--- config.mk ---
export PLATFORM = sky130hd
export DESIGN_NAME = prog_clk_divider
export DESIGN_NICKNAME = d
export VERILOG_FILES = /design/src/rtl/clk_div_pkg.sv /design/src/rtl/clk_div_chan.sv /design/src/rtl/prog_clk_divider.sv
export SDC_FILE = /design/constraint.sdc
export NUM_CORES = 1
export LEC_CHECK = 0
export BUFFER_PORTS_ARGS = -buffer_cell sky130_fd_sc_hd__buf_2
export CAP_MARGIN = 10
export CORE_MARGIN = 2
export CORE_UTILIZATION = 50
export CTS_BUF_LIST = sky130_fd_sc_hd__clkbuf_16
export CTS_CLUSTER_SIZE = 12
export DETAILED_ROUTE_END_ITERATION = 8
export MAX_ROUTING_LAYER = met4
export PLACE_DENSITY = 0.76
export SETUP_SLACK_MARGIN = 0.3
export SLEW_MARGIN = 20
export SYNTH_ARGS = -nofsm -noshare
export SYNTH_HDL_FRONTEND = slang
export SYNTH_SLANG_ARGS = --single-unit
--- constraint.sdc ---
create_clock -name clk -period 5.25 [get_ports clk]
set_clock_uncertainty 0.15 [all_clocks]
set_input_delay 0.525 -clock clk [delete_from_list [all_inputs] [get_ports clk]]
set_output_delay 0.525 -clock clk [all_outputs]
set_load 0.03 [all_outputs]
--- src/rtl/clk_div_pkg.sv ---
// Shared types and constants for the programmable clock divider.
package clk_div_pkg;

    localparam int CNT_W   = 8;
    localparam int DIV_MIN = 2;

    typedef logic [CNT_W-1:0] div_t;

    // Number of high cycles in a period of d cycles: ceil(d/2), computed
    // without d+1 so the widest divisor cannot overflow.
    function automatic div_t half_hi(div_t d);
        return (d >> 1) + div_t'(d[0]);
    endfunction

endpackage

--- src/rtl/clk_div_chan.sv ---
// One divider channel: period counter, active divisor, a single pending
// divisor slot and the registered output.
// Optional DIV_TICK_EN adds a registered pulse on every rising output edge.
module clk_div_chan #(
    parameter int CNT_W   = 8,
    parameter int DEF_DIV = 10
) (
    input  logic             clk,
    input  logic             rst,
    input  logic             en,
    input  logic             wr,
    input  logic [CNT_W-1:0] wr_div,
    output logic             pend,
    output logic             clk_div
`ifdef DIV_TICK_EN
    ,
    output logic             tick
`endif
);

    localparam logic [CNT_W-1:0] DEF = CNT_W'(DEF_DIV);

    logic [CNT_W-1:0] cnt;
    logic [CNT_W-1:0] cur_div;
    logic [CNT_W-1:0] pend_div;
    logic [CNT_W-1:0] cnt_nxt;
    logic [CNT_W-1:0] div_use;
    logic [CNT_W-1:0] half;
    logic             boundary;
    logic             swap;

    // Next count and high-phase length; a pending divisor shapes the period it starts.
    always_comb begin
        boundary = (cnt == cur_div - 1'b1);
        swap     = boundary & pend;
        div_use  = swap ? pend_div : cur_div;
        cnt_nxt  = boundary ? '0 : cnt + 1'b1;
        half     = (div_use >> 1) + {{(CNT_W-1){1'b0}}, div_use[0]};
    end

    // Counter, divisor swap, pending slot and output flop.
    always_ff @(posedge clk or posedge rst) begin
        if (rst) begin
            cur_div  <= DEF;
            cnt      <= DEF - 1'b1;
            pend     <= 1'b0;
            pend_div <= '0;
            clk_div  <= 1'b0;
        end else begin
            if (en) begin
                cnt     <= cnt_nxt;
                clk_div <= (cnt_nxt < half);
                if (swap) begin
                    cur_div <= pend_div;
                    pend    <= 1'b0;
                end
            end else begin
                clk_div <= 1'b0;
                if (pend) begin
                    cur_div <= pend_div;
                    cnt     <= pend_div - 1'b1;
                    pend    <= 1'b0;
                end else begin
                    cnt <= cur_div - 1'b1;
                end
            end
            // Writes are only accepted while pend is clear, so they never race the swap.
            if (wr) begin
                pend     <= 1'b1;
                pend_div <= wr_div;
            end
        end
    end

`ifdef DIV_TICK_EN
    // Pulse coincident with each rising edge of clk_div.
    always_ff @(posedge clk or posedge rst) begin
        if (rst) begin
            tick <= 1'b0;
        end else begin
            tick <= en & (cnt_nxt == '0);
        end
    end
`endif

endmodule

--- src/rtl/prog_clk_divider.sv ---
// Multi-channel programmable clock divider: config decode, ready mux,
// error flop and NCH generated channels.
// Optional DIV_TICK_EN adds the tick output port.
module prog_clk_divider #(
    parameter int NCH     = 3,
    parameter int CNT_W   = clk_div_pkg::CNT_W,
    parameter int DEF_DIV = 10,
    localparam int CH_W   = (NCH > 1) ? $clog2(NCH) : 1
) (
    input  logic             clk,
    input  logic             rst,
    input  logic [NCH-1:0]   en,
    input  logic             cfg_valid,
    input  logic [CH_W-1:0]  cfg_ch,
    input  logic [CNT_W-1:0] cfg_div,
    output logic             cfg_ready,
    output logic             cfg_err,
`ifdef DIV_TICK_EN
    output logic [NCH-1:0]   tick,
`endif
    output logic [NCH-1:0]   clk_div
);

    import clk_div_pkg::*;

    logic [NCH-1:0] pend;
    logic [NCH-1:0] wr;
    logic           ch_hit;
    logic           accept;
    logic           legal;

    // Channel decode; an out-of-range channel is never blocked so it can be flagged.
    always_comb begin
        ch_hit    = 1'b0;
        cfg_ready = 1'b1;
        wr        = '0;
        for (int unsigned i = 0; i < NCH; i++) begin
            if (cfg_ch == CH_W'(i)) begin
                ch_hit    = 1'b1;
                cfg_ready = ~pend[i];
            end
        end
        accept = cfg_valid & cfg_ready;
        legal  = ch_hit & (cfg_div >= CNT_W'(DIV_MIN));
        for (int unsigned i = 0; i < NCH; i++) begin
            wr[i] = accept & legal & (cfg_ch == CH_W'(i));
        end
    end

    // One-cycle error pulse for an accepted but illegal write.
    always_ff @(posedge clk or posedge rst) begin
        if (rst) begin
            cfg_err <= 1'b0;
        end else begin
            cfg_err <= accept & ~legal;
        end
    end

    for (genvar g = 0; g < NCH; g++) begin : g_chan
        clk_div_chan #(
            .CNT_W   (CNT_W),
            .DEF_DIV (DEF_DIV)
        ) u_chan (
            .clk     (clk),
            .rst     (rst),
            .en      (en[g]),
            .wr      (wr[g]),
            .wr_div  (cfg_div),
            .pend    (pend[g]),
            .clk_div (clk_div[g])
`ifdef DIV_TICK_EN
            ,
            .tick    (tick[g])
`endif
        );
    end

endmodule

# Word level (Yosys, flattened, before mapping)

Index checks and enable logic that the tools add are counted.

Input bits: 16
Register bits after elaboration: 79
Output and inout port bits: 5
Word-level logic and storage cells: 94

Add/subtract/negate cells: 12
Reduce and logical (&&, ||, !) cells: 4
Multiplexer cells: 36
Equal/unequal tests: 8
Bitwise logic cells: 14
Magnitude comparators: 4

Operator list:

| cell                                                                     | count |
|---|---|
| 8-bit 2-to-1 mux                                                         | 18 |
| 8-bit by 1-bit subtractor with 8-bit output (second input constant)      | 6 |
| 7-bit by 1-bit adder with 8-bit output                                   | 3 |
| 8-bit by 1-bit adder with 8-bit output (second input constant)           | 3 |
| 8-bit equality test                                                      | 3 |
| 8-bit < comparator                                                       | 3 |
| 1-bit 2-to-1 mux                                                         | 18 |
| 1-bit AND                                                                | 10 |
| 3-bit by 1-bit inequality test with 1-bit output (second input constant) | 3 |
| 8-bit by 2-bit >= comparator with 1-bit output (second input constant)   | 1 |
| 2-bit nonzero test                                                       | 3 |
| 1-bit inverter                                                           | 4 |
| 2-bit by 1-bit equality test with 1-bit output (second input constant)   | 1 |
| 2-bit equality test (second input constant)                              | 1 |
| 2-bit logical NOT                                                        | 1 |

# Longest topological paths before layout

Gate-level depths: netlist of the first run.

Depth in word-level cells: 8
Depth in mapped cells: 20
Mapped depth without buffers: 19

# Cells and area by module

A second synthesis of the first run with hierarchy kept.

Cells, all modules: 689
Area total of the unflattened synthesis: 6432.4 µm²

Modules (own cells, without submodules):

| module           | cells an instance | sequential area each (µm²) | instances | area an instance (µm²) |
|---|---|---|---|---|
| clk_div_chan     | 225               | 655.6                      | 3         | 2104.5 |
| prog_clk_divider | 14                | 25.0                       | 1         | 118.9 |

# Least setup slack after synthesis of the first run

OpenSTA, ideal clock, no wires.

Path type: register to register
From: reg g_chan[1].u_chan.cur_div[0]
To: reg g_chan[1].u_chan.clk_div
Data arrival time: 4.243 ns
Cell stages (with the launch flop): 19
Path slack: 0.780 ns
Clock period less this slack: 4.470 ns
Library setup time: 0.077 ns
Path buffers: 1
Required time: 5.023 ns
Cells stage by stage: dfrtp_1 > inv_1 > ha_1 > clkbuf_1 > nor3b_1 > xnor3_1 > nand4b_1 > nor4b_2 > nand2_1 > o21ai_0 > ha_1 > nand3_1 > mux2_4 > or3_1 > ha_1 > nand4_1 > o21ai_0 > or3_1 > a21oi_1

Longest elaborated chain between the ends: 7
Elaborated cells between the ends (all ways): 8
Those cells by class: add/sub (2); order compare (1); eq/ne (1); mux (3); bitwise (1)

RTL lines:

| what                                        | RTL line           | RTL |
|---|---|---|
| start: declaration                          | clk_div_chan.sv:24 | `logic [CNT_W-1:0] cur_div;` |
| start signal: assignment                    | clk_div_chan.sv:54 | `cur_div <= pend_div;` |
| start signal: assignment                    | clk_div_chan.sv:60 | `cur_div <= pend_div;` |
| 8-bit by 1-bit subtractor with 8-bit output | clk_div_chan.sv:34 | `boundary = (cnt == cur_div - 1'b1);` |
| 8-bit equality test                         | clk_div_chan.sv:34 |  |
| 1-bit AND                                   | clk_div_chan.sv:35 | `swap = boundary & pend;` |
| 8-bit 2-to-1 mux                            | clk_div_chan.sv:36 | `div_use = swap ? pend_div : cur_div;` |
| 7-bit by 1-bit adder with 8-bit output      | clk_div_chan.sv:38 | `half = (div_use >> 1) + {{(CNT_W-1){1'b0}}, div_use[0]};` |
| 8-bit < comparator (*)                      | clk_div_chan.sv:52 | `clk_div <= (cnt_nxt < half);` |
| 1-bit 2-to-1 mux (*)                        | clk_div_chan.sv:50 | `if (en) begin` |
| end signal: assignment                      | clk_div_chan.sv:52 |  |
| end: declaration                            | clk_div_chan.sv:14 | `output logic clk_div` |

Every way passes the cells marked *; elsewhere a longest branch is shown, timed or not.
A chain may end at the register's enable or synchronous reset.

# Worst setup path after layout of the first run

From: reg g_chan[2].u_chan.cur_div[2]
To: reg g_chan[2].u_chan.clk_div

Longest elaborated chain between the ends: 7
Elaborated cells between the ends (all ways): 8
Those cells by class: add/sub (2); order compare (1); eq/ne (1); mux (3); bitwise (1)

RTL lines:

| what                                        | RTL line |
|---|---|
| start: declaration                          | clk_div_chan.sv:24 |
| start signal: assignment                    | clk_div_chan.sv:54 |
| start signal: assignment                    | clk_div_chan.sv:60 |
| 8-bit by 1-bit subtractor with 8-bit output | clk_div_chan.sv:34 |
| 8-bit equality test                         | clk_div_chan.sv:34 |
| 1-bit AND                                   | clk_div_chan.sv:35 |
| 8-bit 2-to-1 mux                            | n/a |
| 7-bit by 1-bit adder with 8-bit output      | clk_div_chan.sv:38 |
| 8-bit < comparator (*)                      | clk_div_chan.sv:52 |
| 1-bit 2-to-1 mux (*)                        | clk_div_chan.sv:50 |
| end signal: assignment                      | clk_div_chan.sv:52 |
| end: declaration                            | clk_div_chan.sv:14 |

Marks and branches as above.

==> impl_metrics.xml, run 1 <==
<?xml version="1.0" encoding="UTF-8"?>
<metrics>
  <group name="layout">
    <metric name="drive_gt1_share" unit="%">16.1</metric>
    <metric name="area_growth" unit="%">8.13</metric>
    <metric name="insertedDiodeCount" unit="">0</metric>
    <metric name="nets" unit="">741</metric>
    <metric name="layoutNonFillerInstCount" unit="">866</metric>
  </group>
  <group name="clock_network">
    <metric name="number_of_h_tree_levels" unit="">3</metric>
    <metric name="clk_root_buffer_cell" unit="">sky130_fd_sc_hd__clkbuf_16</metric>
    <metric name="worst_setup_hold_path_clk_slew" unit="ns">0.06</metric>
    <metric name="insertion_delay_to_the_later_sink_of_the_worst_skew_pair" unit="ns">0.34</metric>
    <metric name="numCtsBuffers" unit="">9</metric>
    <metric name="cts_tree" unit="">yes</metric>
    <metric name="cts.path.max_buffers" unit="">2</metric>
    <metric name="numClockSinks" unit="">79</metric>
  </group>
  <group name="route">
    <metric name="post_drt_wl_per_cell" unit="microns">18.2</metric>
    <metric name="via_count" unit="">5229</metric>
    <metric name="initialDrtViolationCount" unit="">476</metric>
    <metric name="drt-pass1-iter-count" unit="">5</metric>
    <metric name="drc" unit="">0</metric>
    <metric name="post_drt_via_cell_ratio" unit="">6.04</metric>
    <metric name="ant_nets" unit="">0</metric>
    <metric name="wl" unit="mm">15.8</metric>
  </group>
  <group name="yosys">
    <metric name="synthCells" unit="">696</metric>
    <metric name="synth-seq-area-share" unit="%">30.7</metric>
    <metric name="synth_area_leaders" unit="">sky130_fd_sc_hd__dfrtp_1 26%, sky130_fd_sc_hd__mux2_2 7.8%, sky130_fd_sc_hd__xnor2_1 7.4%, sky130_fd_sc_hd__ha_1 6.9%, sky130_fd_sc_hd__xor2_1 5.0%</metric>
    <metric name="ys.warnings.count" unit="">0</metric>
    <metric name="synth_fp_nets" unit="">748</metric>
    <metric name="synth_edf_count" unit="">0</metric>
    <metric name="synthDominantAreaCellType" unit="">sky130_fd_sc_hd__dfrtp_1</metric>
    <metric name="cell_area_after_technology_mapping" unit="sq um">6490</metric>
    <metric name="synth_largest_type_area_fraction" unit="%">25.8</metric>
    <metric name="yosys_register_bits" unit="">79</metric>
    <metric name="synthArstFlopShare" unit="%">100</metric>
    <metric name="synth.avg_cell_area" unit="sq um">9.33</metric>
    <metric name="synthDistinctLibCells" unit="">67</metric>
    <metric name="synthFlopType" unit="">sky130_fd_sc_hd__dfrtp_1</metric>
  </group>
  <group name="place">
    <metric name="gp_routability_congestion" unit="">0.962</metric>
    <metric name="post-dp-hpwl" unit="mm">11.7</metric>
    <metric name="numPortBuffers" unit="">20</metric>
    <metric name="placedCellCount" unit="">849</metric>
  </group>
  <group name="sta">
    <metric name="max_freq" unit="MHz">212</metric>
    <metric name="fin_setup_tns" unit="ns">0</metric>
    <metric name="report.final.setup_viol" unit="">0</metric>
    <metric name="min_period" unit="ns">4.72</metric>
    <metric name="timing.slew.headroom" unit="%">46.9</metric>
    <metric name="finalCritPeriodShare" unit="%">89.9</metric>
    <metric name="grt_setup_unrepaired" unit="">true</metric>
    <metric name="final_max_slew_viol_count" unit="">0</metric>
    <metric name="worstMarginPinSlew" unit="ns">0.792</metric>
    <metric name="hold_viol" unit="">0</metric>
  </group>
  <group name="die">
    <metric name="fp.dieH" unit="microns">118</metric>
    <metric name="initial_utilization" unit="%">51.2</metric>
    <metric name="fp.dieW" unit="microns">118</metric>
    <metric name="pin_count" unit="">21</metric>
    <metric name="dieArea" unit="sq um">13900</metric>
    <metric name="std_cell_rows" unit="">41</metric>
    <metric name="fp.coreArea" unit="sq um">12700</metric>
  </group>
  <group name="setup_path">
    <metric name="timing.critical_path.slowest_stage_cell" unit="">sky130_fd_sc_hd__nor3_1</metric>
    <metric name="element_type_at_the_critical_path_start" unit="">flop</metric>
    <metric name="crit_path_max_incr_delay" unit="ns">0.55</metric>
    <metric name="worstPathCellList" unit="">nor3_1 &gt; and3_1 &gt; xnor3_1 &gt; o2111a_2 &gt; nand2_1 &gt; mux2i_1 &gt; ha_1 &gt; nand3_1 &gt; xnor2_1 &gt; mux2i_1 &gt; ha_1 &gt; a21oi_1 &gt; nor2b_1 &gt; o21ai_0 &gt; nand4b_1 &gt; a41oi_1</metric>
    <metric name="cp.arrival" unit="ns">4.82</metric>
    <metric name="crit_path_end_kind" unit="">flop</metric>
    <metric name="crit_required" unit="ns">5.35</metric>
    <metric name="path_type_of_the_worst_setup_path" unit="">reg2reg</metric>
    <metric name="critical_path.top_delay_family" unit="">simple AND/OR/NAND/NOR gates</metric>
    <metric name="timing.critical_path.buf_inv" unit="">0</metric>
    <metric name="critical_path.max_fanout" unit="">15</metric>
  </group>
  <group name="global_route">
    <metric name="initial_antenna_violation_count" unit="">0</metric>
    <metric name="pin_count_of_the_biggest_net_entering_global_routing" unit="">79</metric>
    <metric name="grt_first_pass_wirelength" unit="mm">26.3</metric>
    <metric name="number_of_global_route_vias_before_repair" unit="">5171</metric>
    <metric name="grt.overflow.total" unit="">0</metric>
    <metric name="global_route.usage.total" unit="%">24.3</metric>
  </group>
  <group name="power_and_ir_drop">
    <metric name="static-leakage-power" unit="nW">3.04</metric>
    <metric name="powerDensity" unit="nW/um^2">611</metric>
    <metric name="peak_supply_drop" unit="uV">346</metric>
  </group>
  <group name="min_path">
    <metric name="holdCritPathClass" unit="">in2reg</metric>
  </group>
  <group name="job">
    <metric name="max-cap-violations" unit="">0</metric>
  </group>
  <group name="outcome">
    <metric name="status" unit="">complete, no violations</metric>
  </group>
</metrics>
-- worst reg2reg max path: stages (launching register included) --
cell,delay (ns)
sky130_fd_sc_hd__dfrtp_1,0.52
sky130_fd_sc_hd__nor3_1,0.55
sky130_fd_sc_hd__and3_1,0.40
sky130_fd_sc_hd__xnor3_1,0.18
sky130_fd_sc_hd__o2111a_2,0.38
sky130_fd_sc_hd__nand2_1,0.34
sky130_fd_sc_hd__mux2i_1,0.36
sky130_fd_sc_hd__ha_1,0.37
sky130_fd_sc_hd__nand3_1,0.14
sky130_fd_sc_hd__xnor2_1,0.18
sky130_fd_sc_hd__mux2i_1,0.12
sky130_fd_sc_hd__ha_1,0.34
sky130_fd_sc_hd__a21oi_1,0.13
sky130_fd_sc_hd__nor2b_1,0.06
sky130_fd_sc_hd__o21ai_0,0.15
sky130_fd_sc_hd__nand4b_1,0.10
sky130_fd_sc_hd__a41oi_1,0.16
-- cells in the mapped netlist, types with 2 or more instances --
master	n
sky130_fd_sc_hd__nor3_1	15
sky130_fd_sc_hd__a31oi_1	3
sky130_fd_sc_hd__nor2_1	50
sky130_fd_sc_hd__inv_1	24
sky130_fd_sc_hd__xor2_1	37
sky130_fd_sc_hd__buf_2	3
sky130_fd_sc_hd__nand2_1	54
sky130_fd_sc_hd__nand4_1	8
sky130_fd_sc_hd__o21a_1	3
sky130_fd_sc_hd__nand4b_1	3
sky130_fd_sc_hd__o21ai_0	17
sky130_fd_sc_hd__o31ai_1	8
sky130_fd_sc_hd__nor4_1	5
sky130_fd_sc_hd__mux2_2	45
sky130_fd_sc_hd__nor3b_1	7
sky130_fd_sc_hd__xnor2_1	55
sky130_fd_sc_hd__a21oi_1	12
sky130_fd_sc_hd__o22ai_1	4
sky130_fd_sc_hd__mux2i_1	25
sky130_fd_sc_hd__nor2b_1	10
sky130_fd_sc_hd__and3_1	19
sky130_fd_sc_hd__nand2b_1	7
sky130_fd_sc_hd__o211ai_1	12
sky130_fd_sc_hd__a211oi_1	14
sky130_fd_sc_hd__or3_1	5
sky130_fd_sc_hd__and2_1	2
sky130_fd_sc_hd__and4_1	2
sky130_fd_sc_hd__a21o_1	17
sky130_fd_sc_hd__clkbuf_1	35
sky130_fd_sc_hd__clkinv_1	2
sky130_fd_sc_hd__buf_4	4
sky130_fd_sc_hd__xnor3_1	9
sky130_fd_sc_hd__ha_1	36
sky130_fd_sc_hd__a21boi_0	2
sky130_fd_sc_hd__dfstp_2	12
sky130_fd_sc_hd__a22oi_1	3
sky130_fd_sc_hd__nand3_1	29
sky130_fd_sc_hd__buf_1	3
sky130_fd_sc_hd__dfrtp_1	67
-- where the power goes --
part / internal (mW) / total (mW) / switching [mW]
combinational: 1.13 / 2.29 / 1.16
clock: 0.409 / 0.650 / 0.242
sequential: 0.881 / 1.35 / 0.468
total: 2.42 / 4.29 / 1.87
-- final timing paths --
path	from	endpoint	slack [ns]	cells past startpoint
max	g_chan[2].u_chan.cur_div[2]	g_chan[2].u_chan.clk_div	0.53	16
min	cfg_valid	cfg_err	0.27	3
max reg2reg	g_chan[2].u_chan.cur_div[2]	g_chan[2].u_chan.clk_div	0.53	16
min reg2reg	g_chan[0].u_chan.cur_div[1]	g_chan[0].u_chan.cur_div[1]	0.39	2
max in group asynchronous	rst	g_chan[0].u_chan.clk_div	3.66	4
min in group asynchronous	rst	g_chan[1].u_chan.clk_div	0.43	3
-- routing by layer --
layer	up-vias	global-route usage, %	part of all wire (%)	wire length [microns]
met5	-	-	0	0
met4	0	9.56	2.4	387
met3	31	4.07	5.7	905
met2	180	38.2	47	7450
met1	2568	31.3	45	7050
li1	2450	-	-	-
-- placed cells by master, fill, tap and decap left out, types with 9 or more instances in the layout --
| cell type | n |
|---|---|
| sky130_fd_sc_hd__and3_1 | 19 |
| sky130_fd_sc_hd__o21ai_0 | 17 |
| sky130_fd_sc_hd__buf_2 | 20 |
| sky130_fd_sc_hd__a211oi_1 | 14 |
| sky130_fd_sc_hd__mux2_2 | 45 |
| sky130_fd_sc_hd__xor2_1 | 37 |
| sky130_fd_sc_hd__ha_1 | 36 |
| sky130_fd_sc_hd__dfstp_2 | 12 |
| sky130_fd_sc_hd__nor2_1 | 50 |
| sky130_fd_sc_hd__dfrtp_1 | 67 |
| sky130_fd_sc_hd__xnor2_1 | 55 |
| sky130_fd_sc_hd__nor2b_1 | 10 |
| sky130_fd_sc_hd__a21o_1 | 17 |
| sky130_fd_sc_hd__clkbuf_16 | 9 |
| sky130_fd_sc_hd__nor3_1 | 13 |
| sky130_fd_sc_hd__inv_1 | 24 |
| sky130_fd_sc_hd__mux2i_1 | 25 |
| sky130_fd_sc_hd__nand2_1 | 54 |
| sky130_fd_sc_hd__nand3_1 | 29 |
| sky130_fd_sc_hd__a21oi_1 | 12 |
| sky130_fd_sc_hd__xnor3_1 | 9 |
| sky130_fd_sc_hd__o211ai_1 | 12 |
-- logic make-up (layout without fill, tap and decap cells) --
logic type | count (synthesis) | count (layout) | share of synthesized area [%]
AND/OR/NAND/NOR | 228 | 228 | 18.4
AO/OA/AOI/OAI | 108 | 108 | 11.6
XOR/XNOR | 102 | 102 | 15.9
flip-flops | 79 | 79 | 30.7
buffers and inverters | 72 | 70 | 4.57
multiplexers | 71 | 71 | 11.9
adder cells (fa/ha/maj) | 36 | 36 | 6.94
-- flip-flops by register name, summed over array words and instances (netlist names) --
| signal | cells |
|---|---|
| g_chan.u_chan.cnt | 24 |
| g_chan.u_chan.pend_div | 24 |
| g_chan.u_chan.clk_div | 3 |
| cfg_err | 1 |
| g_chan.u_chan.pend | 3 |
| g_chan.u_chan.cur_div | 24 |
-- through the flow --
stage	hold WS [ns]	power, mW	area, sq um	util [%]	worst slack (ns)
floorplan	0.338	3.04	6490	-	0.780
global placement	0.222	3.45	6660	52.6	0.528
detailed placement	0.221	3.56	6670	52.6	0.295
CTS	0.263	4.24	6980	55.1	0.437
global route	0.278	4.63	7020	55.4	0.204
finish	0.272	4.29	7020	55.4	0.531
-- area by class of cell --
type	count	area, sq um
clock inverter	7	80.1
sequential	79	1990
clock buffer	9	225
timing repair buffer	28	166
inverter	26	98.8
fill	1101	5650
multi-input combinational	545	4240
tap	172	215
-- repair_timing --
action | CTS | global route
buffers inserted | 0 | 0
gates resized for setup | 1 | 4
endpoints found under the setup margin | 1 | 3
endpoints found under the hold margin | 1 | 0
hold buffers | 1 | 0
Power figures use the tool's default switching activity.
==> inputs of run 2 (changes only) <==
Settings changed: CORE_ASPECT_RATIO set to 1.75.
==> run 2 against run 1 <==
  * Cell count up 0.12%
  * Core utilization down 0.66 points
  * Sequential power about the same
  * Via count about the same
  * Final area down 0.18%
  * Global-route usage down 0.13 points
  * Setup slack better by 0.069 ns
  * Wire length up 0.85%
  * Die area up 0.26%
  * Count of clock-buffer cells in the layout unchanged
  * Clock power down 5.1%
  * Critical path type unchanged
  * Critical endpoint unchanged
==> impl_metrics.xml, run 2 (same netlist as run 1, synthesis figures left out) <==
<?xml version="1.0" encoding="UTF-8"?>
<metrics>
  <group name="layout">
    <metric name="layout_common_cells" unit="">67 x sky130_fd_sc_hd__dfrtp_1, 55 x sky130_fd_sc_hd__xnor2_1, 54 x sky130_fd_sc_hd__nand2_1</metric>
    <metric name="layout.cells.most_common" unit="">sky130_fd_sc_hd__dfrtp_1</metric>
    <metric name="finalCoreUtilization" unit="%">54.8</metric>
    <metric name="layoutNonFillerInstCount" unit="">867</metric>
    <metric name="drive_gt1_share" unit="%">17.0</metric>
    <metric name="top_regs" unit="">g_chan.u_chan.cnt x24, g_chan.u_chan.cur_div x24, g_chan.u_chan.pend_div x24</metric>
    <metric name="area_growth" unit="%">7.94</metric>
    <metric name="nets" unit="">743</metric>
    <metric name="fillerInstances" unit="">1139</metric>
    <metric name="insertedDiodeCount" unit="">0</metric>
  </group>
  <group name="route">
    <metric name="drt-pass1-iter-count" unit="">5</metric>
    <metric name="initialDrtViolationCount" unit="">312</metric>
    <metric name="via_count" unit="">5232</metric>
    <metric name="drc" unit="">0</metric>
    <metric name="wl" unit="mm">15.9</metric>
    <metric name="post_drt_wl_per_cell" unit="microns">18.4</metric>
    <metric name="ant_nets" unit="">0</metric>
    <metric name="post_drt_via_cell_ratio" unit="">6.03</metric>
  </group>
  <group name="place">
    <metric name="numPortBuffers" unit="">20</metric>
    <metric name="post-place-ws" unit="ns">0.442</metric>
    <metric name="placedCellCount" unit="">851</metric>
    <metric name="post-dp-hpwl" unit="mm">12.2</metric>
    <metric name="gp_routability_congestion" unit="">0.972</metric>
  </group>
  <group name="power_and_ir_drop">
    <metric name="powerDensity" unit="nW/um^2">606</metric>
    <metric name="share_comb_of_total_power" unit="%">53.6</metric>
    <metric name="static-leakage-power" unit="nW">3.04</metric>
    <metric name="peak_supply_drop" unit="uV">357</metric>
    <metric name="power.sequential.fraction" unit="%">31.8</metric>
    <metric name="cell_internal_pwr" unit="mW">2.35</metric>
    <metric name="clockPowerShare" unit="%">14.5</metric>
    <metric name="switching_share" unit="%">44.6</metric>
    <metric name="switching_power" unit="mW">1.89</metric>
    <metric name="total_power" unit="mW">4.24</metric>
  </group>
  <group name="sta">
    <metric name="hold_viol" unit="">0</metric>
    <metric name="final_worst_path_setup_slack" unit="ns">0.600</metric>
    <metric name="min_period" unit="ns">4.65</metric>
    <metric name="final_max_slew_viol_count" unit="">0</metric>
    <metric name="report.final.setup_viol" unit="">0</metric>
    <metric name="worstMarginPinSlew" unit="ns">0.837</metric>
    <metric name="fin_setup_tns" unit="ns">0</metric>
    <metric name="max_freq" unit="MHz">215</metric>
    <metric name="grt_setup_unrepaired" unit="">true</metric>
    <metric name="finalCritPeriodShare" unit="%">88.6</metric>
    <metric name="timing.slew.headroom" unit="%">43.8</metric>
  </group>
  <group name="global_route">
    <metric name="grt.overflow.total" unit="">0</metric>
    <metric name="number_of_global_route_vias_before_repair" unit="">5337</metric>
    <metric name="pin_count_of_the_biggest_net_entering_global_routing" unit="">80</metric>
    <metric name="grt_first_pass_wirelength" unit="mm">26.3</metric>
    <metric name="global_route.usage.total" unit="%">24.1</metric>
    <metric name="initial_antenna_violation_count" unit="">0</metric>
  </group>
  <group name="clock_network">
    <metric name="numCtsBuffers" unit="">9</metric>
    <metric name="insertion_delay_to_the_later_sink_of_the_worst_skew_pair" unit="ns">0.35</metric>
    <metric name="hold_buffers" unit="">0</metric>
    <metric name="cts_tree" unit="">yes</metric>
    <metric name="cts_repair_resize_count" unit="">0</metric>
    <metric name="cts_setup_buffers" unit="">0</metric>
    <metric name="cts.path.max_buffers" unit="">2</metric>
    <metric name="number_of_h_tree_levels" unit="">3</metric>
    <metric name="numClockSinks" unit="">79</metric>
    <metric name="clk_root_buffer_cell" unit="">sky130_fd_sc_hd__clkbuf_16</metric>
    <metric name="worst_setup_hold_path_clk_slew" unit="ns">0.07</metric>
  </group>
  <group name="setup_path">
    <metric name="reg_to_reg_critical_path_endpoint" unit="">g_chan[2].u_chan.clk_div</metric>
    <metric name="crit_required" unit="ns">5.34</metric>
    <metric name="worstPathCellList" unit="">inv_1 &gt; ha_1 &gt; nor3b_2 &gt; nor3b_1 &gt; xnor3_1 &gt; o2111a_1 &gt; nand2_1 &gt; mux2i_1 &gt; ha_1 &gt; nand3_1 &gt; xnor2_1 &gt; mux2i_1 &gt; ha_1 &gt; a21oi_1 &gt; nor2b_1 &gt; o21ai_0 &gt; nand4b_1 &gt; a41oi_1</metric>
    <metric name="critical_path.top_delay_family" unit="">simple AND/OR/NAND/NOR gates</metric>
    <metric name="path_type_of_the_worst_setup_path" unit="">reg2reg</metric>
    <metric name="timing.critical_path.slowest_stage_cell" unit="">sky130_fd_sc_hd__dfrtp_1</metric>
    <metric name="timing.critical_path.buf_inv" unit="">1</metric>
    <metric name="worstRegToRegCells" unit="">18</metric>
    <metric name="ff2ff_setup_slack" unit="ns">0.60</metric>
    <metric name="critical_path.most_common_cell" unit="">sky130_fd_sc_hd__ha_1</metric>
    <metric name="crit_path_max_incr_delay" unit="ns">0.41</metric>
    <metric name="element_type_at_the_critical_path_start" unit="">flop</metric>
    <metric name="critical_path.max_fanout" unit="">9</metric>
    <metric name="cp.arrival" unit="ns">4.74</metric>
    <metric name="crit_path_end_kind" unit="">flop</metric>
    <metric name="r2r_start" unit="">g_chan[2].u_chan.cur_div[0]</metric>
  </group>
  <group name="outcome">
    <metric name="status" unit="">complete, no violations</metric>
  </group>
  <group name="die">
    <metric name="std_cell_rows" unit="">55</metric>
    <metric name="dieArea" unit="sq um">13900</metric>
    <metric name="pin_count" unit="">21</metric>
    <metric name="fp.coreArea" unit="sq um">12800</metric>
    <metric name="fp.dieH" unit="microns">155</metric>
    <metric name="fp.dieW" unit="microns">90.1</metric>
    <metric name="initial_utilization" unit="%">50.7</metric>
  </group>
  <group name="min_path">
    <metric name="holdCritPathClass" unit="">in2async</metric>
  </group>
  <group name="job">
    <metric name="max-cap-violations" unit="">0</metric>
  </group>
</metrics>
==> run 2: cell types whose count changed in the layout (fill, tap and decap cells not counted), sizes merged <==
cell and delta:
clkinv -3, clkinvlp +2, bufinv -2, inv +3, dlygate4sd3 -1, buf +3
==> run 2: power groups by stage <==
stage          registers, mW  logic (mW)  clock network (mW)
2_1_floorplan           1.07        1.98                   0
3_3_place_gp            1.32        2.16                   0
3_5_place_dp            1.34        2.24                   0
4_1_cts                 1.33        2.25               0.628
5_1_grt                 1.39        2.53               0.646
6_report                1.35        2.28               0.617
==> run 2: final cells by class <==
class	count	area (sq um)	share of cell area, %
timing repair buffer	30	179	2.55
clock inverter	7	61.3	0.875
tap	171	214	3.05
inverter	26	98.8	1.41
sequential	79	1990	28.4
multi-input combinational	545	4240	60.5
clock buffer	9	225	3.21
==> run 2: through the flow <==
step / area, sq um / hold WS [ns]
floorplan: 6490 / 0.338
finish: 7010 / 0.194
global route: 7010 / 0.275
detailed placement: 6690 / 0.366
global placement: 6680 / 0.367
CTS: 6980 / 0.253
==> run 2: tightest hold or removal path, stage by stage <==
cell,delay [ns]
sky130_fd_sc_hd__buf_2,0.10
sky130_fd_sc_hd__clkinv_2,0.04
sky130_fd_sc_hd__buf_6,0.53
==> run 2: routing by layer <==
metal | track usage, % | routed length (microns)
met1 | 26.3 | 6290
met2 | 43.2 | 8400
met3 | 2.39 | 552
met4 | 12.9 | 690
met5 | - | 0
==> run 2: worst max-delay path by stage <==
stage,from,end,slack (ns),depth (start not counted)
final,g_chan[2].u_chan.cur_div[0],g_chan[2].u_chan.clk_div,0.60,18
after global routing,g_chan[2].u_chan.cur_div[2],g_chan[2].u_chan.clk_div,0.19,16
after CTS,g_chan[2].u_chan.cur_div[0],g_chan[2].u_chan.clk_div,0.38,18
after detailed placement,g_chan[2].u_chan.cur_div[0],g_chan[2].u_chan.clk_div,0.44,18
after global placement,g_chan[2].u_chan.cur_div[0],g_chan[2].u_chan.clk_div,0.50,18
after floorplan,g_chan[1].u_chan.cur_div[0],g_chan[1].u_chan.clk_div,0.78,18
